$ cat src/rtl/kl8e_ctl.sv
`default_nettype none
// ----------------------------------------------------------------------------
// kl8e_ctl : KL8E console controller - IOT decode, kbd/tty flags, UART FSMs
// Revision : 1.0
// ----------------------------------------------------------------------------
module kl8e_ctl #(
    parameter logic [5:0] KBD_DEV = 6'o03,
    parameter logic [5:0] TTY_DEV = 6'o04
) (
    input  logic       clk,
    input  logic       reset,
    input  logic       iot,
    input  logic [5:0] io_select,
    input  logic [2:0] io_op,
    input  logic [7:0] io_ac,
    output logic [7:0] io_data_out,
    output logic       io_load_ac,
    output logic       io_clear_ac,
    output logic       io_skip,
    output logic       io_interrupt,
    output logic       tx_overrun,
    output logic       tx_req,
    input  logic       tx_ack,
    output logic [7:0] tx_data,
    input  logic       tx_empty,
    output logic       rx_req,
    input  logic       rx_ack,
    input  logic       rx_empty,
    input  logic [7:0] rx_data
);

    localparam logic [1:0] TX_IDLE  = 2'd0;
    localparam logic [1:0] TX_REQ   = 2'd1;
    localparam logic [1:0] TX_GUARD = 2'd2;
    localparam logic [1:0] TX_BUSY  = 2'd3;

    localparam logic [1:0] RX_IDLE  = 2'd0;
    localparam logic [1:0] RX_REQ   = 2'd1;
    localparam logic [1:0] RX_CAPT  = 2'd2;
    localparam logic [1:0] RX_FULL  = 2'd3;

    logic [1:0] r_tx_state;
    logic [1:0] r_rx_state;
    logic       r_kbd_flag;
    logic       r_tty_flag;
    logic [7:0] r_kbd_buf;
    logic [7:0] r_tx_data;
    logic       r_overrun;

    logic w_kbd_sel;
    logic w_tty_sel;
    logic w_kbd_clr;
    logic w_tty_set;
    logic w_tty_clr;
    logic w_print;
    logic w_tx_done;
    logic w_rx_capt;

    // Op 0 has its own meaning on each device; other ops combine their bits.
    assign w_kbd_sel = iot && (io_select == KBD_DEV);
    assign w_tty_sel = iot && (io_select == TTY_DEV);
    assign w_kbd_clr = w_kbd_sel && ((io_op == 3'd0) || io_op[1]);
    assign w_tty_set = w_tty_sel && (io_op == 3'd0);
    assign w_tty_clr = w_tty_sel && io_op[1];
    assign w_print   = w_tty_sel && io_op[2];
    assign w_tx_done = (r_tx_state == TX_BUSY) && tx_empty;
    assign w_rx_capt = (r_rx_state == RX_CAPT);

    assign io_skip      = (w_kbd_sel && io_op[0] && r_kbd_flag) ||
                          (w_tty_sel && io_op[0] && r_tty_flag);
    assign io_clear_ac  = w_kbd_sel && io_op[1];
    assign io_load_ac   = w_kbd_sel && io_op[2];
    assign io_data_out  = r_kbd_buf;
    assign io_interrupt = r_kbd_flag || r_tty_flag;
    assign tx_overrun   = r_overrun;
    assign tx_data      = r_tx_data;
    assign tx_req       = (r_tx_state == TX_REQ);
    assign rx_req       = (r_rx_state == RX_REQ);

    always_ff @(posedge clk) begin
        if (reset) begin
            r_tx_state <= TX_IDLE;
            r_tx_data  <= 8'd0;
            r_overrun  <= 1'b0;
        end else begin
            case (r_tx_state)
                TX_IDLE: begin
                    if (w_print) begin
                        r_tx_data  <= io_ac;
                        r_tx_state <= TX_REQ;
                    end
                end
                TX_REQ:   if (tx_ack) r_tx_state <= TX_GUARD;
                TX_GUARD: r_tx_state <= TX_BUSY;
                TX_BUSY:  if (tx_empty) r_tx_state <= TX_IDLE;
                default:  r_tx_state <= TX_IDLE;
            endcase
            if (w_print && (r_tx_state != TX_IDLE)) begin
                r_overrun <= 1'b1;
            end
        end
    end

    always_ff @(posedge clk) begin
        if (reset) begin
            r_rx_state <= RX_IDLE;
            r_kbd_buf  <= 8'd0;
        end else begin
            case (r_rx_state)
                RX_IDLE: if (!rx_empty && !r_kbd_flag) r_rx_state <= RX_REQ;
                RX_REQ:  if (rx_ack) r_rx_state <= RX_CAPT;
                RX_CAPT: begin
                    r_kbd_buf  <= rx_data;
                    r_rx_state <= RX_FULL;
                end
                RX_FULL: if (!r_kbd_flag) r_rx_state <= RX_IDLE;
                default: r_rx_state <= RX_IDLE;
            endcase
        end
    end

    // Hardware set takes priority over a same-cycle IOT clear.
    always_ff @(posedge clk) begin
        if (reset) begin
            r_kbd_flag <= 1'b0;
            r_tty_flag <= 1'b0;
        end else begin
            if (w_rx_capt) begin
                r_kbd_flag <= 1'b1;
            end else if (w_kbd_clr) begin
                r_kbd_flag <= 1'b0;
            end
            if (w_tx_done || w_tty_set) begin
                r_tty_flag <= 1'b1;
            end else if (w_tty_clr) begin
                r_tty_flag <= 1'b0;
            end
        end
    end

endmodule
`default_nettype wire

$ cat config.mk
export PLATFORM = sky130hd
export DESIGN_NAME = kl8e_ctl
export DESIGN_NICKNAME = d
export VERILOG_FILES = /design/src/rtl/kl8e_ctl.sv
export SDC_FILE = /design/constraint.sdc
export NUM_CORES = 1
export LEC_CHECK = 0
export ABC_AREA = 0
export CAP_MARGIN = 10
export CORE_ASPECT_RATIO = 1.75
export CORE_MARGIN = 1
export CORE_UTILIZATION = 37
export CTS_BUF_LIST = sky130_fd_sc_hd__clkbuf_4 sky130_fd_sc_hd__clkbuf_8
export DETAILED_ROUTE_END_ITERATION = 6
export HOLD_SLACK_MARGIN = 0.02
export PLACE_DENSITY = 0.75
export SETUP_SLACK_MARGIN = 0.5
export SLEW_MARGIN = 20
export SYNTH_ARGS = -nofsm -noshare
export SYNTH_HDL_FRONTEND = slang
export SYNTH_SLANG_ARGS = --single-unit
$ cat constraint.sdc
create_clock -name clk -period 1.7 [get_ports clk]
set_input_delay 0.17 -clock clk [delete_from_list [all_inputs] [get_ports clk]]
set_output_delay 0.17 -clock clk [all_outputs]
set_load 0.005 [all_outputs]
Word level (Yosys, flattened, before mapping). Index checks and enable logic that the tools add are counted.

Register bits after elaboration: 23. Input port bits: 32. Output and inout port bits: 23. Word-level logic and storage cells: 63.

Equal/unequal tests: 14. Muxes and demuxes: 12. Reduce and logical (&&, ||, !) cells: 30.

Operators by type and width (number): $pmux 2 s4 (2); $logic_and 1x1->1 (15); $mux 2 (6); $eq 2x2->1 const B (4); $ne 2x2->1 const B (4); $eq 6x2->1 const B (1); $eq 6x3->1 const B (1); $reduce_and 3->1 (2); $reduce_bool 2->1 (3); $eq 2x1->1 const B (2); $logic_not 2->1 (2); $logic_or 1x1->1 (4); $mux 1 (4); $ne 2x1->1 const B (2); $logic_not 3->1 (1); $logic_not 1->1 (2); $reduce_and 2->1 (1).

Logic depth before layout (Yosys ltp).
Depth in word-level cells: 5. Depth in mapped cells: 6.

Worst setup path before layout. Ideal clock, no wire load.

Path kind: reg2reg. From: register r_tx_state[1]. To: register r_tx_state[0]. Data arrival time: 1.160 ns. Slack: 0.449 ns. Cell stages (with the launch flop): 6. Buffers on the path: 0. Cells stage by stage: dfxtp_1 > inv_1 > ha_1 > a22oi_1 > a21oi_1 > a311oi_1.

Cells in the longest elaborated chain, start to end: 3.

Ends and longest elaborated chain: from (decl) (line 42) `logic [1:0] r_tx_state;`; from (signal assigned) (line 82) `r_tx_state <= TX_IDLE;`; from (signal assigned) (line 90) `r_tx_state <= TX_REQ;`; from (signal assigned) (line 93) `TX_REQ: if (tx_ack) r_tx_state <= TX_GUARD;`; $eq 2x1->1 *; via tx_req (line 22) `output logic tx_req,`; $ne 2x1->1 (no source line); $reduce_and 3->1 (no source line).

Mark *: on every way through the listed nets, which the timed path passes. The rest lies on a longest branch. A chain may end at the register's enable or synchronous reset.

Final worst setup path.
From: input port io_select[4]. To: output port io_skip.

Cells in the longest elaborated chain, start to end: 5.

Ends and longest elaborated chain: from (decl) (line 13) `input logic [5:0] io_select,`; $eq 6x2->1 / $eq 6x3->1 (equally long branches) (line 60, 61); $logic_and 1x1->1, on equally long branches (line 60, 61); $logic_and 1x1->1, on equally long branches (2 in a row) (line 69, 70); $logic_or 1x1->1 * (line 69) `assign io_skip = (w_kbd_sel && io_op[0] && r_kbd_flag) ||`; to (decl) (line 19) `output logic io_skip,`.

Every way passes the cells marked *; elsewhere a longest branch is shown, timed or not.

==> key figures <==
Global routing
  – GR Overflow Total: 0
  – First-pass GRT wire length: 4620 um
  – Number of global-route vias before repair: 1,061
  – GRT Resource Usage Total: 0.188
  – Pin count of the biggest net entering global routing: 17
  – Initial antenna violation count: 0

Critical path
  – Critical Path End Type: output pin
  – Cell count of the worst reg-to-reg path: 6
  – CP top delay family: simple AND/OR/NAND/NOR gates
  – Worst path required time: 1.53 ns
  – Crit-path max FO: 3
  – CP max stage cell: nor4b_4
  – Crit path capture: io_skip
  – Worst Path Arrival: 1.20 ns
  – Crit-path max cell delay: 0.27 ns
  – Startpoint types: input port
  – Worst R2R Start: r_rx_state[0]
  – Critical path's most frequent cell: buf_6
  – Reg-to-Reg End: r_rx_state[0]
  – Critical path depth: 7
  – R2R setup slack: 0.38 ns
  – Buffers & Inverters on Critical Path: 3
  – Worst setup startpoint: io_select[4]
  – Crit-path cells: buf_6 -> nor4b_4 -> and4b_2 -> buf_6 -> a22oi_2 -> nor2b_1 -> buf_2
  – CP Class: input port to output pin

Finish
  – Register area: 483 um^2
  – Antenna Cells: 0
  – Total Nets Final: 224
  – Synth-to-layout area growth: 75.5%
  – Fillcell total: 220
  – Multi-input logic area: 741 um^2
  – Final Cell Area: 1960 um^2
  – Fraction of layout instances using a drive strength above 1: 0.359

Logic synthesis
  – Avg Synthesized Cell Area: 9.98 um^2
  – Post-synthesis sequential area ratio: 0.412
  – Cells after synthesis: 112
  – Distinct cells, synth: 30
  – Largest cells by area after synthesis: dfxtp_1 41%, mux2i_1 15%, ha_1 11%
  – Post-synth EDFFs: 0
  – Post-synth top flop: dfxtp_1
  – Syn Std Cell Area: 1120 um^2
  – Synthesis Warnings: 0
  – Synth top area share: 0.412
  – Cell with the most instances after synthesis: dfxtp_1
  – Async SR Flop Fraction: 0
  – Dominant cell type by area after synthesis: dfxtp_1
  – Seq cells post-synth: 23
  – List of most frequent post-synthesis cells: 23 x dfxtp_1, 22 x nor2_1, 17 x mux2i_1
  – Syn nets: 154

Floorplan
  – Die H: 74.7 um
  – FP Rows: 26
  – Boundary Pins: 55
  – Die Width: 43.5 um
  – Core area: 2900 um^2
  – Initial core utilization: 0.386
  – Die area: 3250 um^2

STA
  – Final hold vios: 0
  – Worst Clk Skew: 0.00291 ns
  – RSZ-0062 raised after global routing: true
  – Slew Limit Fails: 0
  – Final worst path period need: 1.37 ns
  – Least-Margin Pin Slew: 0.367 ns
  – WHS: 0.375 ns
  – Fmax: 0.732 GHz
  – Final period util: 0.804
  – Headroom to the max-slew limit: 0.755
  – Number of setup violations in the final report: 0

Run status
  – Status: finished, violations left
  – Failing checks: design-rule violations

Clocking
  – Later-pin clock latency in the skew report: 0.26 ns
  – CTS clk-pin slew, worst paths: 0.08 ns
  – Clock Sinks: 23
  – Htree depth: 1
  – CTS tree: built
  – Max clock buf depth: 2
  – Clock root buffer: clkbuf_8
  – Clock buffers created by TritonCTS: 3
  – Cts hold-fix bufs: 0

Placed design
  – Final GP Congestion: 0.800
  – Cell Area, Placed: 1710 um^2
  – Post-DP HPWL: 2010 um
  – Port Buf Inserts: 54

Routing
  – Vias: 1,049
  – ANT nets after route: 0
  – Pre-antenna DRT Iters: 6
  – Vias/cell: 5.02
  – Initial DRC count: 28
  – Routed len/inst: 14.1 um
  – DR DRC count: 12
  – Final Routed Wirelength: 2950 um

Power and ir drop
  – Peak VDD IR: 0.843 mV
  – PwrDens: 982 nW/um^2
  – Total Power: 1.93 mW
  – Leakage power: 0.922 nW

Worst hold path
  – HP Class: input port to flop
  – WHS Path Cells: 3

Job
  – Max-cap viol count: 0
-- power by group --
part           internal (mW)  switching, mW
combinational          0.467          0.409
sequential             0.631         0.0840
clock                  0.163          0.172
-- worst min-delay path by stage --
stage | from | endpoint | slack [ns]
after floorplan | reset | r_tty_flag | 0.24
after global placement | tx_overrun | tx_overrun | 0.45
after detailed placement | tx_overrun | tx_overrun | 0.47
after CTS | io_op[2] | tx_overrun | 0.36
after global routing | io_op[2] | tx_overrun | 0.37
final | io_op[2] | tx_overrun | 0.38
-- through the flow --
stage	TNS [ns]	std cells	util	setup slack, ns
global placement	-1.13	194	0.592	-0.384
CTS	0	208	0.653	0.349
finish	0	209	0.677	0.333
global route	0	209	0.677	0.252
detailed placement	-1.49	194	0.592	-0.416
floorplan	0	112	-	0.489
-- repair_timing --
| item | CTS | global route |
|---|---|---|
| pin swaps | 10 | 5 |
| endpoints found under the setup margin | 46 | 24 |
| setup buffers | 10 | 1 |
| resized for setup | 92 | 15 |
-- cells by family after synthesis --
family / after synthesis / synth area share
buf+inv: 12 / 0.0414
simple gates: 35 / 0.176
fa+ha+maj: 10 / 0.112
flops: 23 / 0.412
compound gates: 15 / 0.106
mux: 17 / 0.152
-- placed cells by master (no fill, tap or decap), types with 2 or more instances in the layout --
cell | Yosys | routed
clkdlybuf4s50_1 | 0 | 23
ha_4 | 0 | 6
ha_1 | 10 | 4
dfxtp_4 | 0 | 2
dfxtp_2 | 0 | 12
nor2b_1 | 2 | 2
buf_6 | 0 | 7
and2_1 | 2 | 2
a22oi_2 | 0 | 2
a21oi_1 | 3 | 3
nor2_1 | 22 | 22
dfxtp_1 | 23 | 9
dlygate4sd2_1 | 0 | 21
buf_2 | 1 | 5
mux2i_1 | 17 | 17
inv_1 | 9 | 5
clkbuf_8 | 0 | 3
inv_4 | 0 | 4
buf_4 | 0 | 9
-- metal layers --
metal | track usage | routed length (um) | vias to the layer above
met5 | 0 | 0 | -
met2 | 0.360 | 1590 | 38
met3 | 0.0288 | 142 | 8
met4 | 0.0694 | 81 | 0
li1 | - | - | 522
met1 | 0.199 | 1140 | 481
-- layout make-up --
class                      instances  share of cell area
clock buffer                       3              0.0211
multi-input combinational         77               0.378
clock inverter                     1             0.00255
inverter                           9              0.0223
tap                               28              0.0179
sequential                        23               0.246
timing repair buffer              68               0.312
-- flip-flops by register name, summed over array words and instances (netlist names) --
register	cells
io_data_out	8
r_tx_state	2
r_rx_state	2
tx_overrun	1
r_tty_flag	1
r_kbd_flag	1
tx_data	8
-- tightest hold or removal path: stages --
cell and delay [ns]:
dlygate4sd2_1 0.26, a31oi_1 0.11, nor2_1 0.07
(Power assumes the default switching activity.)
